**src/rtl/rtype_encoder_if.sv**
```systemverilog
// Request/instruction-memory bundle for rtype_encoder.
// The slave modport is the encoder's view: it takes ALU operation requests
// and drives the instruction-memory write port. The master modport is the
// loader/memory side.
interface rtype_encoder_if #(
  parameter int ADDR_W = 32
);
  logic              in_valid;
  logic              in_ready;
  logic [3:0]        in_alu_control;
  logic [4:0]        in_rd;
  logic [4:0]        in_rs1;
  logic [4:0]        in_rs2;
  logic              in_last;
  logic              imem_we;
  logic [ADDR_W-1:0] imem_addr;
  logic [31:0]       imem_wdata;
  logic              imem_ready;

  modport master (
    output in_valid, in_alu_control, in_rd, in_rs1, in_rs2, in_last, imem_ready,
    input  in_ready, imem_we, imem_addr, imem_wdata
  );

  modport slave (
    input  in_valid, in_alu_control, in_rd, in_rs1, in_rs2, in_last, imem_ready,
    output in_ready, imem_we, imem_addr, imem_wdata
  );
endinterface

```
**src/rtl/rtype_encoder.sv**
```systemverilog
// rtype_encoder: turns ALU-control requests into RV32I R-type instruction
// words and writes them sequentially into instruction memory.
// Optional feature macro: RTYPE_ENC_ERRCNT_EN. When defined, err_count
// counts dropped invalid codes (saturating at 255). Otherwise it reads 0.
module rtype_encoder #(
  parameter int ADDR_W = 32,
  parameter int CNT_W  = 16
) (
  input  logic              clk,
  input  logic              rst,
  rtype_encoder_if.slave    bus,
  input  logic              start,
  input  logic [ADDR_W-1:0] base_addr,
  output logic              busy,
  output logic              done,
  output logic [CNT_W-1:0]  word_count,
  output logic              err,
  output logic [7:0]        err_count
);

  typedef enum logic {IDLE, WRITE} state_t;

  state_t            state_reg;
  logic              we_reg;
  logic [ADDR_W-1:0] addr_reg;
  logic [31:0]       wdata_reg;
  logic              last_reg;
  logic              done_reg;
  logic [CNT_W-1:0]  word_count_reg;
  logic              err_reg;

  logic              code_ok;
  logic [2:0]        func3;
  logic [6:0]        func7;
  logic [31:0]       enc_word;
  logic              in_ready;

  // Translate the ALU control code back into its func3/func7 pair.
  always_comb begin
    code_ok = 1'b1;
    func3   = 3'd0;
    func7   = 7'h00;
    case (bus.in_alu_control)
      4'b0100: func3 = 3'd0;                       // ADD
      4'b0101: begin func3 = 3'd0; func7 = 7'h20; end // SUB
      4'b0001: func3 = 3'd1;                       // SLL
      4'b1010: func3 = 3'd2;                       // SLT
      4'b1001: func3 = 3'd3;                       // SLTU
      4'b1000: func3 = 3'd4;                       // XOR
      4'b0010: func3 = 3'd5;                       // SRL
      4'b0011: begin func3 = 3'd5; func7 = 7'h20; end // SRA
      4'b0111: func3 = 3'd6;                       // OR
      4'b0110: func3 = 3'd7;                       // AND
      default: code_ok = 1'b0;
    endcase
  end

  assign enc_word = {func7, bus.in_rs2, bus.in_rs1, func3, bus.in_rd, 7'b0110011};

  // A start pulse takes priority over a request in the same cycle, so the
  // request is simply not accepted; the handshake also stays low in reset.
  assign in_ready = (state_reg == IDLE) && !start && !rst;

  assign bus.in_ready   = in_ready;
  assign bus.imem_we    = we_reg;
  assign bus.imem_addr  = addr_reg;
  assign bus.imem_wdata = wdata_reg;
  assign busy           = (state_reg == WRITE);
  assign done           = done_reg;
  assign word_count     = word_count_reg;
  assign err            = err_reg;

`ifdef RTYPE_ENC_ERRCNT_EN
  logic [7:0] err_count_reg;

  // Saturating count of dropped invalid codes, cleared by start.
  always_ff @(posedge clk or posedge rst) begin
    if (rst) begin
      err_count_reg <= 8'd0;
    end else if (state_reg == IDLE && start) begin
      err_count_reg <= 8'd0;
    end else if (in_ready && bus.in_valid && !code_ok && err_count_reg != 8'hFF) begin
      err_count_reg <= err_count_reg + 8'd1;
    end
  end

  assign err_count = err_count_reg;
`else
  assign err_count = 8'd0;
`endif

  // Main FSM: IDLE accepts requests, WRITE holds the strobe until memory takes it.
  always_ff @(posedge clk or posedge rst) begin
    if (rst) begin
      state_reg      <= IDLE;
      we_reg         <= 1'b0;
      addr_reg       <= '0;
      wdata_reg      <= 32'd0;
      last_reg       <= 1'b0;
      done_reg       <= 1'b0;
      word_count_reg <= '0;
      err_reg        <= 1'b0;
    end else begin
      done_reg <= 1'b0;
      case (state_reg)
        IDLE: begin
          if (start) begin
            // Word-align the base by clearing the two low address bits.
            addr_reg       <= base_addr & ~ADDR_W'(3);
            word_count_reg <= '0;
            err_reg        <= 1'b0;
          end else if (bus.in_valid) begin
            if (code_ok) begin
              wdata_reg <= enc_word;
              last_reg  <= bus.in_last;
              we_reg    <= 1'b1;
              state_reg <= WRITE;
            end else begin
              // Invalid code: consume it, flag it, but still end the program
              // if it was marked last.
              err_reg  <= 1'b1;
              done_reg <= bus.in_last;
            end
          end
        end
        WRITE: begin
          if (bus.imem_ready) begin
            addr_reg       <= addr_reg + ADDR_W'(4);
            word_count_reg <= word_count_reg + CNT_W'(1);
            we_reg         <= 1'b0;
            done_reg       <= last_reg;
            state_reg      <= IDLE;
          end
        end
        default: state_reg <= IDLE;
      endcase
    end
  end

endmodule

```
**src/flat_wrapper.sv**
```systemverilog
// flat-port wrapper written by rule: the top's interface ports become plain ports
module rtype_encoder_flat 
#(
  parameter int ADDR_W = 32,
  parameter int CNT_W  = 16
)
  (clk, rst, start, base_addr, busy, done, word_count, err, err_count, bus_in_valid, bus_in_alu_control, bus_in_rd, bus_in_rs1, bus_in_rs2, bus_in_last, bus_imem_ready, bus_in_ready, bus_imem_we, bus_imem_addr, bus_imem_wdata);
  rtype_encoder_if #(.ADDR_W(ADDR_W)) bus_i ();
  input  logic clk;
  input  logic rst;
  input  logic start;
  input  logic [ADDR_W-1:0] base_addr;
  output logic busy;
  output logic done;
  output logic [CNT_W-1:0] word_count;
  output logic err;
  output logic [7:0] err_count;
  input wire logic [$bits(bus_i.in_valid)-1:0] bus_in_valid;
  input wire logic [$bits(bus_i.in_alu_control)-1:0] bus_in_alu_control;
  input wire logic [$bits(bus_i.in_rd)-1:0] bus_in_rd;
  input wire logic [$bits(bus_i.in_rs1)-1:0] bus_in_rs1;
  input wire logic [$bits(bus_i.in_rs2)-1:0] bus_in_rs2;
  input wire logic [$bits(bus_i.in_last)-1:0] bus_in_last;
  input wire logic [$bits(bus_i.imem_ready)-1:0] bus_imem_ready;
  output wire logic [$bits(bus_i.in_ready)-1:0] bus_in_ready;
  output wire logic [$bits(bus_i.imem_we)-1:0] bus_imem_we;
  output wire logic [$bits(bus_i.imem_addr)-1:0] bus_imem_addr;
  output wire logic [$bits(bus_i.imem_wdata)-1:0] bus_imem_wdata;
  assign bus_i.in_valid = bus_in_valid;
  assign bus_i.in_alu_control = bus_in_alu_control;
  assign bus_i.in_rd = bus_in_rd;
  assign bus_i.in_rs1 = bus_in_rs1;
  assign bus_i.in_rs2 = bus_in_rs2;
  assign bus_i.in_last = bus_in_last;
  assign bus_i.imem_ready = bus_imem_ready;
  assign bus_in_ready = bus_i.in_ready;
  assign bus_imem_we = bus_i.imem_we;
  assign bus_imem_addr = bus_i.imem_addr;
  assign bus_imem_wdata = bus_i.imem_wdata;
  rtype_encoder #(.ADDR_W(ADDR_W), .CNT_W(CNT_W)) u_core (.clk(clk), .rst(rst), .bus(bus_i), .start(start), .base_addr(base_addr), .busy(busy), .done(done), .word_count(word_count), .err(err), .err_count(err_count));
endmodule
```
**config.mk**
```make
export PLATFORM = sky130hd
export DESIGN_NAME = rtype_encoder_flat
export DESIGN_NICKNAME = d
export VERILOG_FILES = /design/src/rtl/rtype_encoder_if.sv /design/src/rtl/rtype_encoder.sv /design/src/flat_wrapper.sv
export SDC_FILE = /design/constraint.sdc
export NUM_CORES = 1
export LEC_CHECK = 0
export CORE_AREA = 2 2 74 147
export DETAILED_ROUTE_END_ITERATION = 8
export DIE_AREA = 0 0 76 149
export PLACE_DENSITY = 0.76
export SYNTH_ARGS = -nofsm -noshare
export SYNTH_HDL_FRONTEND = slang
export SYNTH_SLANG_ARGS = --single-unit
```
**constraint.sdc**
```tcl
create_clock -name clk -period 2.15 [get_ports clk]
set_input_delay 0.3225 -clock clk [delete_from_list [all_inputs] [get_ports clk]]
set_output_delay 0.3225 -clock clk [all_outputs]
set_load 0.005 [all_outputs]
```
==> results.md, run 1 <==
- Status: complete, no violations
- Actual slew at the worst max-slew pin: 502 ps
- Critical-path maximum fanout: 36
- Leakage power: 0.00234 µW
- Largest net degree at the start of global routing: 49
- Final ANT Viol Nets: 0
- CTS tree: yes
- Worst setup path start: u_core.busy$_DFF_PP0_
- Post-CTS Hold Buffers: 0
- Crit Path Category: flip-flop to output pin
- FF+latch count, synth: 71
- Worst Path Arrival: 1700 ps
- Worst setup EP type: output pin
- Clock Pin Slew Worst Setup and Hold Paths: 60 ps
- Detailed router's first-iteration violation count: 237
- Pre-antenna DRT Iters: 5
- N_diodes: 0
- R2r startpoint: u_core.bus.imem_addr[17]$_DFFE_PP0P_
- Max_slew headroom: 66.4%
- Share of cells above drive strength 1: 13.3%
- Pins Over Slew Limit: 0
- Share of the synthesized area in the top cell type: 43.1%
- Setup violation total in the final timing report: 0
- GRT Residual Overflow: 0
- Cell taking the most area after synthesis: dfrtp_1
- Fillers: 921
- Initial core utilization: 40.1%
- Synthesized area: between 0.004 and 0.005 mm²
- Mux share of post-synthesis cell area: between 6 and 7%
- Fin cells: 716
- CP Launch Type: flip-flop
- Post-synthesis adder-cell area fraction: 0.607%
- Yosys cell types: 57
- Final Critical Period: 2030 ps
- Delay-heaviest family, CP: buffers and inverters
- Sequential fraction of the synthesis area: 43.1%
- Core Footprint: 0.0103 mm²
- CP max stage cell: clkdlybuf4s50_1
- Most frequent cell after synthesis: dfrtp_1
- I/O pins: 150
- Cell Rows: 53
- Max reg flops: 30
- Synth Flop Type: dfrtp_1
- Root buffer cell: clkbuf_16
- Dominant cells by area after synthesis: dfrtp_1, mux2_2, buf_4
- Avg Inst Size Synth: 9.47 µm²
- Crit-path cells: buf_6, clkdlybuf4s50_1
- RSZ-0062 raised after global routing: no
- First-pass GRT wire length: 18000 µm
- Htree depth: 3
- CTS buffer count: 9
- Chip width: ~76 µm
- Synth cell count leaders: dfrtp_1, nand2_1, buf_4, nor2b_1, o21ai_0
- F_max: 493 MHz
- CP peak stage delay: 560 ps
- GRT Util Overall: 19.3%
- Post-synthesis xor/xnor area fraction: 2.98%
- Clock tree buffer depth: 2
- DRC: 0
- Setup_tns: 0 ps
- Vias/cell: 5.47
- Post-synth ARST share: 100%
- # port buffers: 128
- Min Hold Slack: between 200 and 250 ps
- PD cells: 782 mW/mm²
- Vias: 3920
- Largest family of logic cells by synthesized area: simple AND/OR/NAND/NOR gates
- Cells after DPL: 700
- Met2 Wirelength: 5110 µm
- Die Ht: 149 µm
- Area Overhead vs Synth: 43.7%
- Gate count of the mapped netlist: 435
- Max Clock Skew: 4.76 ps
- Worst hold path type: input pin to asynchronous set/reset pin
- Die Area: ~0.011 mm²
- GPL Wtd Cong: 0.855
- Post-synth EDFFs: 0
- Sink Count: 71
- Clk_lat worst skew: about 330 ps
- Req. time, crit path: 1830 ps
- Initial antenna violation count: 0
- Buf+Inv Stages, Crit Path: 2
- Max cap viols: 0
- Post-Synth Simple-Gate Area: 21.4%
- Tcrit/Tclk final: 94.3%
- Total power: 4630 µW
- DR WL met3: 927 µm
- Fin nets: 633
- WL per Instance: 15.2 µm
- Complex-gate fraction of the synthesized area: 17.8%
- Final hold violations: 0
- Worst vdd ir: ~470 µV
- Routed met1 length: 4700 µm
- Top sig layer: met4
- Dpl hpwl: 7860 µm
- DRT Wirelength: roughly 11000 µm
- Vias in the first global route: 3633
- Yosys warnings: 0
-- stage by stage --
step	setup WS (ps)	area, µm²	util [%]
finish	123	5920	57.6
floorplan	30.9	4190	-
global route	17.1	5920	57.6
detailed placement	-92.6	5610	54.6
global placement	-80.8	5610	54.6
CTS	16.6	5920	57.6
-- layout make-up --
| cell class | instances | area, µm² | share of cell area, % |
|---|---|---|---|
| Clock buffer | 10 | 239 | 4.04 |
| Clock inverter | 6 | 67.6 | 1.14 |
| Inverter | 6 | 22.5 | 0.380 |
| Multi-Input combinational cell | 326 | 2100 | 35.4 |
| Sequential cell | 71 | 1780 | 30.0 |
| Tap cell | 137 | 171 | 2.90 |
| Timing Repair Buffer | 160 | 1550 | 26.1 |
-- worst paths after layout --
path                                                              to  slack (ps)  depth (start not counted)
worst max-delay path                                            busy         120                          2
worst min-delay path            u_core.bus.imem_addr[14]$_DFFE_PP0P_         240                          2
worst max register to register  u_core.bus.imem_addr[31]$_DFFE_PP0P_         180                          5
worst min register to register        u_core.bus.imem_we$_DFFE_PP0P_         500                          1
max in group asynchronous                      u_core.busy$_DFF_PP0_        1420                          3
min in group clk                 u_core.bus.imem_addr[2]$_DFFE_PP0P_         460                          3
-- placed cells by master, fill, tap and decap left out, drive strengths merged, types with 15 or more instances in the layout --
cell	synthesis	routed
a211oi	19	19
a21oi	19	19
a31oi	15	15
buf	36	33
clkdlybuf4s50	0	127
conb	1	19
dfrtp	71	71
mux2	18	18
nand2	31	31
nand3	16	16
nor2	20	20
nor2b	20	20
o21ai	21	21
-- per-layer routing --
metal	up-vias	global-route usage, %
met5	-	0
met4	0	5.45
met3	13	5.87
met2	160	29.7
met1	1891	26.4
li1	1856	-
-- kinds of logic (layout without fill, tap and decap cells) --
| kind of cell | after synthesis | after routing |
|---|---|---|
| fa+ha+maj | 2 | 2 |
| mux | 24 | 24 |
| xor+xnor | 14 | 14 |
| compound gates | 109 | 109 |
| other cells | 1 | 19 |
| flops | 71 | 71 |
| simple gates | 158 | 158 |
| buf+inv | 56 | 182 |
-- power breakdown --
part           switching [µW]  internal [µW]
logic                     501            794
registers                 244           1560
clock network             590            935
total                    1340           3290
-- worst reg2reg max path: cells and delay by family, from the launching register on --
kind	cells	cell delay (ps)
DFF	1	460
buffers and inverters	1	190
muxes	1	170
and+or+nand+nor	3	1080
-- repair_timing --
item / in CTS / in global routing
endpoints found under the hold margin: 0 / 0
setup endpoints to repair: 0 / 1
buffers inserted: 0 / 0
gates resized for setup: 0 / 1
Power figures use the tool's default switching activity.
==> run 2: changes to the inputs <==
==> constraint.sdc (replaced) <==
create_clock -name clk -period 1.74 [get_ports clk]
set_input_delay 0.261 -clock clk [delete_from_list [all_inputs] [get_ports clk]]
set_output_delay 0.261 -clock clk [all_outputs]
set_load 0.005 [all_outputs]
==> run 2 against run 1 <==
Clock power increased by 34%. Total power is 32% higher. Sequential share of layout area decreased by 2.1 points. Flip-flop and latch count stayed put. Setup slack worse by 120 ps. Via count is 5.3% higher. Final area grew 7.6%. Largest power group unchanged. Critical path depth increased by 4. First-iteration DRC count fell by 3.8%. Sequential power increased by 19%. Clock-buffer cell count down 1. Global-route usage is 1.3 points higher. Critical path type is now flip-flop to flip-flop.
==> results.md, run 2 (same netlist as run 1, synthesis figures left out) <==
- Largest net degree at the start of global routing: 72 (+47%)
- Max reg flops: 30 (unchanged)
- CTS tree: yes
- Final ANT Viol Nets: 0 (unchanged)
- Sink Count: 71 (unchanged)
- Min Hold Slack: 451 ps (+209 ps)
- Most used routing layer in global routing: met2
- Clock Pin Slew Worst Setup and Hold Paths: 60 ps (about the same)
- Final Critical Period: 1740 ps
- Root buffer cell: clkbuf_16
- CTS buffer count: 9 (unchanged)
- GPL Wtd Cong: 0.861 (+0.69%)
- Die Ht: 149 µm (unchanged)
- Worst Path Arrival: 2000 ps (+300 ps)
- DRT Wirelength: 11900 µm (+9.3%)
- First-pass GRT wire length: 18800 µm (+4.9%)
- Initial core utilization: 40.1% (unchanged)
- Htree depth: 3 (unchanged)
- Most common cell after layout, fill and taps aside: clkdlybuf4s50_1
- Max cap viols: 0 (unchanged)
- Fillers: 857 (-6.9%)
- Dpl hpwl: 8430 µm (+7.3%)
- Final hold violations: 0 (unchanged)
- Worst hold path type: input pin to flip-flop
- Vias in the first global route: 3847 (+5.9%)
- Chip width: 76 µm (unchanged)
- Status: complete, no violations
- Most frequent cells in the layout: clkdlybuf4s50_1, buf_4, dfrtp_1, nand2_1, nor2b_1
- Cell Rows: 53 (unchanged)
- Pins Over Slew Limit: 0 (unchanged)
- CP Launch Type: flip-flop
- Pre-antenna DRT Iters: 4 (-1)
- Core Footprint: 0.0103 mm² (unchanged)
- RSZ-0062 raised after global routing: yes
- PD cells: 959 mW/mm² (+23%)
- Clock tree buffer depth: 2 (unchanged)
- GRT Residual Overflow: 0 (unchanged)
- Share of cells above drive strength 1: 22.1% (+8.8 points)
- Vias: 4128 (+5.3%)
- Setup violation total in the final timing report: 0 (unchanged)
- Post-CTS Hold Buffers: 0 (unchanged)
- Area Overhead vs Synth: 54.6%
- Leakage power: 0.00258 µW (+10%)
- I/O pins: 150 (unchanged)
- Req. time, crit path: 2010 ps (+180 ps)
- Die Area: 0.0113 mm² (unchanged)
- Met1 Track Usage GR: 26.6% (+0.25 points)
- N_diodes: 0 (unchanged)
- GRT Util Overall: 20.5% (+1.3 points)
- Vias/cell: 5.42 (-1.1%)
- F_max: around 580 MHz
- Crit Path Category: flip-flop to flip-flop
- WL per Instance: 15.6 µm (+2.7%)
- Critical-path maximum fanout: 7 (-81%)
- Worst vdd ir: 765 µV (+62%)
- DRC: 0 (unchanged)
- Hold Path Stages: 4
- Initial antenna violation count: 0 (unchanged)
- # port buffers: 128 (unchanged)
- Setup_tns: 0 ps (unchanged)
- Reg2reg path depth: 6 (+1)
- Worst setup EP type: flip-flop
- Max Clock Skew: 6.22 ps (+1.46 ps)
- Fin nets: 679 (+7.3%)
- Met3 usage: 4.72% (-1.2 points)
- Detailed router's first-iteration violation count: 228 (-3.8%)
- Tcrit/Tclk final: 99.9%
- Routing usage on met2: 34.6% (+5.0 points)
- Clk_lat worst skew: 340 ps (about the same)
run 2: cell count changes in the layout (fill, tap and decap cells not counted), sizes merged:
cell           change
buf               +45
clkdlybuf4s50      -2
bufinv             +1
clkbuf             -1
clkdlybuf4s15      +1
clkinv             -1
clkinvlp           +1
dlymetal6s2s       +1
nor2               +1
run 2: final timing paths:
| path | startpoint | end | slack, ps |
|---|---|---|---|
| worst max-delay path | u_core.bus.imem_addr[2]$_DFFE_PP0P_ | u_core.bus.imem_addr[26]$_DFFE_PP0P_ | 2 |
| worst min-delay path | start | u_core.bus.imem_addr[5]$_DFFE_PP0P_ | 450 |
| worst max register to register | u_core.bus.imem_addr[2]$_DFFE_PP0P_ | u_core.bus.imem_addr[26]$_DFFE_PP0P_ | 2 |
| worst min register to register | u_core.bus.imem_we$_DFFE_PP0P_ | u_core.bus.imem_we$_DFFE_PP0P_ | 500 |
| max in group asynchronous | rst | u_core.word_count[2]$_DFFE_PP0P_ | 890 |
| min in group asynchronous | rst | u_core.bus.imem_addr[15]$_DFFE_PP0P_ | 480 |
run 2: per-stage QoR:
stage	cell area [µm²]	total power (µW)	setup slack [ps]	util (%)	std cells
2_1_floorplan	4220	2950	-10.1	-	453
5_1_grt	6370	6410	-78.8	62.0	762
4_1_cts	6250	6130	5.77	60.8	756
3_3_place_gp	5910	4000	-306	57.5	740
6_report	6370	6110	2.44	62.0	762
3_5_place_dp	5910	4040	-331	57.5	740
run 2: critical path, stage by stage, from the launching register on:
cell and delay [ps]:
dfrtp_1 390, ha_2 200, and4_1 220, nand4_1 130, buf_6 170, or4_4 410, a31oi_1 130
run 2: per-layer routing:
metal | up-vias | wire length (µm)
met1 | 1994 | 5040
met4 | 0 | 136
li1 | 1958 | -
met2 | 164 | 5910
met3 | 12 | 812
met5 | - | 0
run 2: repair_timing:
item | in CTS | in global routing
resized for setup | 3 | 22
hold endpoints to repair | 0 | 0
pin swaps | 1 | 9
buffers inserted | 0 | 4
gates cloned | 0 | 2
setup endpoints to repair | 8 | 37
run 2: report_power, final:
part | internal (µW) | switching (µW) | total, µW
sequential | 1930 | 227 | 2160
clock | 1270 | 779 | 2050
combinational | 1140 | 756 | 1890
total | 4340 | 1760 | 6110
run 2: area by class of cell:
class	instances	area, µm²	area share (%)
multi-input combinational	327	2180	34.2
tap	137	171	2.69
clock inverter	7	104	1.63
timing repair buffer	205	1880	29.5
clock buffer	9	225	3.54
sequential	71	1780	27.9
inverter	6	26.3	0.413
==> run 3: changes to the inputs <==
--- a/config.mk
+++ b/config.mk
@@ -5,10 +5,11 @@
 export SDC_FILE = /design/constraint.sdc
 export NUM_CORES = 1
 export LEC_CHECK = 0
-export CORE_AREA = 2 2 74 147
+export CORE_AREA = 2 2 71 141
 export DETAILED_ROUTE_END_ITERATION = 8
-export DIE_AREA = 0 0 76 149
-export PLACE_DENSITY = 0.76
+export DIE_AREA = 0 0 73 143
+export PLACE_DENSITY = 0.79
+export SLEW_MARGIN = 20
 export SYNTH_ARGS = -nofsm -noshare
 export SYNTH_HDL_FRONTEND = slang
 export SYNTH_SLANG_ARGS = --single-unit
==> constraint.sdc (replaced) <==
create_clock -name clk -period 1.95 [get_ports clk]
set_input_delay 0.2925 -clock clk [delete_from_list [all_inputs] [get_ports clk]]
set_output_delay 0.2925 -clock clk [all_outputs]
set_load 0.005 [all_outputs]
==> run 3 against run 2 <==
Clock-buffer cell count grew 1. Via count shrank 3.0%. Sequential power decreased by 9%. Largest cell class unchanged. Highest routed layer unchanged.
==> results.md, run 3 (same netlist as run 1, synthesis figures left out) <==
- Post-CTS Hold Buffers: 0 (unchanged)
- DRT Wirelength: 12100 µm (+1.4%)
- Pre-CTS WS: -314 ps (+17.7 ps)
- Max reg flops: 30 (unchanged)
- Sink Count: 71 (unchanged)
- Vias/cell: 5.73 (+5.7%)
- Die Ht: 143 µm (-4.0%)
- Tcrit/Tclk final: 93.9% (-6.0 points)
- Max Clock Skew: 5.84 ps (-0.387 ps)
- F_max: 546 MHz (-5.1%)
- First-pass GRT wire length: 19200 µm (+2.1%)
- Worst hold path type: flip-flop to flip-flop
- Dpl hpwl: 9150 µm (+8.4%)
- Area occupied by registers: 0.00178 mm² (unchanged)
- DRC: 0 (unchanged)
- CTS tree: yes
- Pre-antenna DRT Iters: 4 (unchanged)
- Cell Rows: 50 (-5.7%)
- R2r endpoint: u_core.bus.imem_addr[29]$_DFFE_PP0P_
- Hold Startpoint: u_core.last_reg$_DFFE_PP0P_
- Area Overhead vs Synth: 46.1%
- Status: complete, no violations
- Fillers: 746 (-13%)
- Util after Layout: 64.6% (+2.6 points)
- Area of the multi-input gates: 0.00211 mm² (-3.0%)
- Met2 Wirelength: 6670 µm (+13%)
- Top sig layer: met4
- Most common cell after layout, fill and taps aside: clkdlybuf4s50_1
- GRT Util Overall: 23.8% (+3.3 points)
- Core Footprint: 0.00932 mm² (-9.3%)
- Critical-path maximum fanout: 6 (-1)
- Largest net degree at the start of global routing: 37 (-49%)
- Worst setup EP type: flip-flop
- Hold Path Stages: 1 (-3)
- RSZ-0062 raised after global routing: no
- Leakage power: 0.00243 µW (-5.8%)
- Initial antenna violation count: 0 (unchanged)
- PD cells: 863 mW/mm² (-10%)
- N_diodes: 0 (unchanged)
- Hold Path End: u_core.done$_DFF_PP0_
- GPL Wtd Cong: 0.870 (+0.98%)
- Req. time, crit path: 2180 ps (+170 ps)
- Worst vdd ir: 765 µV (about the same)
- Share of cells above drive strength 1: 16.1% (-5.9 points)
- CTS buffer count: 9 (unchanged)
- Detailed router's first-iteration violation count: 225 (-1.3%)
- Final Critical Period: 1830 ps (+92.7 ps)
- WL per Instance: 17.3 µm (+11%)
- Reg2reg path depth: 4 (-2)
- Crit Path Category: flip-flop to flip-flop
- Initial core utilization: 44.2% (+4.1 points)
- Die Area: 0.0104 mm² (-7.8%)
- Min Hold Slack: 494 ps (+43.1 ps)
- Pins Over Slew Limit: 0 (unchanged)
- Max cap viols: 0 (unchanged)
- CP Launch Type: flip-flop
- Most frequent cells in the layout: clkdlybuf4s50_1, dfrtp_1, buf_4, nand2_1
- Final Worst Setup Slack: 120 ps (+117 ps)
- Final ANT Viol Nets: 0 (unchanged)
- GRT Residual Overflow: 0 (unchanged)
- Fin nets: 649 (-4.4%)
- Vias: 4004 (-3.0%)
- Clock Pin Slew Worst Setup and Hold Paths: 60 ps (about the same)
- Clock tree buffer depth: 2 (unchanged)
- # port buffers: 128 (unchanged)
- Worst Path Arrival: 2060 ps (+60 ps)
- Reg-to-reg setup timing slack: 120 ps (+120 ps)
- Routed met1 length: 4280 µm (-15%)
- R2r startpoint: u_core.bus.imem_addr[16]$_DFFE_PP0P_
- Root buffer cell: clkbuf_16
- Setup violation total in the final timing report: 0 (unchanged)
- I/O pins: 150 (unchanged)
- DR WL met3: 608 µm (-25%)
- Vias in the first global route: 4035 (+4.9%)
- Htree depth: 3 (unchanged)
- Clk_lat worst skew: 340 ps (about the same)
- Chip width: 73 µm (-3.9%)
- Final hold violations: 0 (unchanged)
==> run 3: final cells by class <==
type	instances	area share, %
sequential	71	29.6
tap	104	2.16
inverter	6	0.436
multi-input combinational	326	35.1
clock inverter	6	1.12
clock buffer	10	3.97
timing repair buffer	176	27.6
==> run 3: how the worst max path moves through the flow <==
stage | from | endpoint | slack (ps) | cells past startpoint
finish | u_core.bus.imem_addr[16]$_DFFE_PP0P_ | u_core.bus.imem_addr[29]$_DFFE_PP0P_ | 120 | 4
detailed placement | bus_imem_ready | u_core.word_count[13]$_DFFE_PP0P_ | -310 | 6
CTS | bus_imem_ready | u_core.word_count[13]$_DFFE_PP0P_ | 20 | 6
global route | u_core.word_count[0]$_DFFE_PP0P_ | u_core.word_count[14]$_DFFE_PP0P_ | 20 | 5
global placement | bus_imem_ready | u_core.word_count[15]$_DFFE_PP0P_ | -220 | 6
floorplan | u_core.bus.imem_addr[2]$_DFFE_PP0P_ | u_core.bus.imem_addr[18]$_DFFE_PP0P_ | 160 | 7
==> run 3: through the flow <==
stage               total power [µW]  cells  cell area (µm²)  setup TNS [ps]
global placement                3460    683             5690           -1950
detailed placement              3520    683             5690           -3110
global route                    5460    699             6020               0
floorplan                       2630    453             4190               0
finish                          5200    699             6020               0
CTS                             5230    699             6010               0
==> run 3: routing by layer <==
metal / up-vias / global-route usage, %
met5: - / 0
met2: 133 / 42.3
met1: 1944 / 24.6
li1: 1889 / -
met3: 38 / 5.65
met4: 0 / 13.6
==> run 3: what timing repair did <==
item	4_1_cts	5_1_grt
gates cloned	0	0
gates resized for setup	3	3
setup buffers	0	0
setup endpoints to repair	1	4
==> run 3: where the power goes <==
part | total, µW | internal, µW | leakage (µW) | switching (µW)
Combinational | 1530 | 917 | 0.00142 | 613
Clock | 1690 | 1030 | 0.000145 | 662
Sequential | 1970 | 1730 | 0.000861 | 245
Total | 5200 | 3680 | 0.00243 | 1520
==> run 3: worst max-delay path, stage by stage (launching register included) <==
cell and delay, ps:
dfrtp_1 430, and4_1 370, nand4_1 260, or4_1 520
o211a_1 140
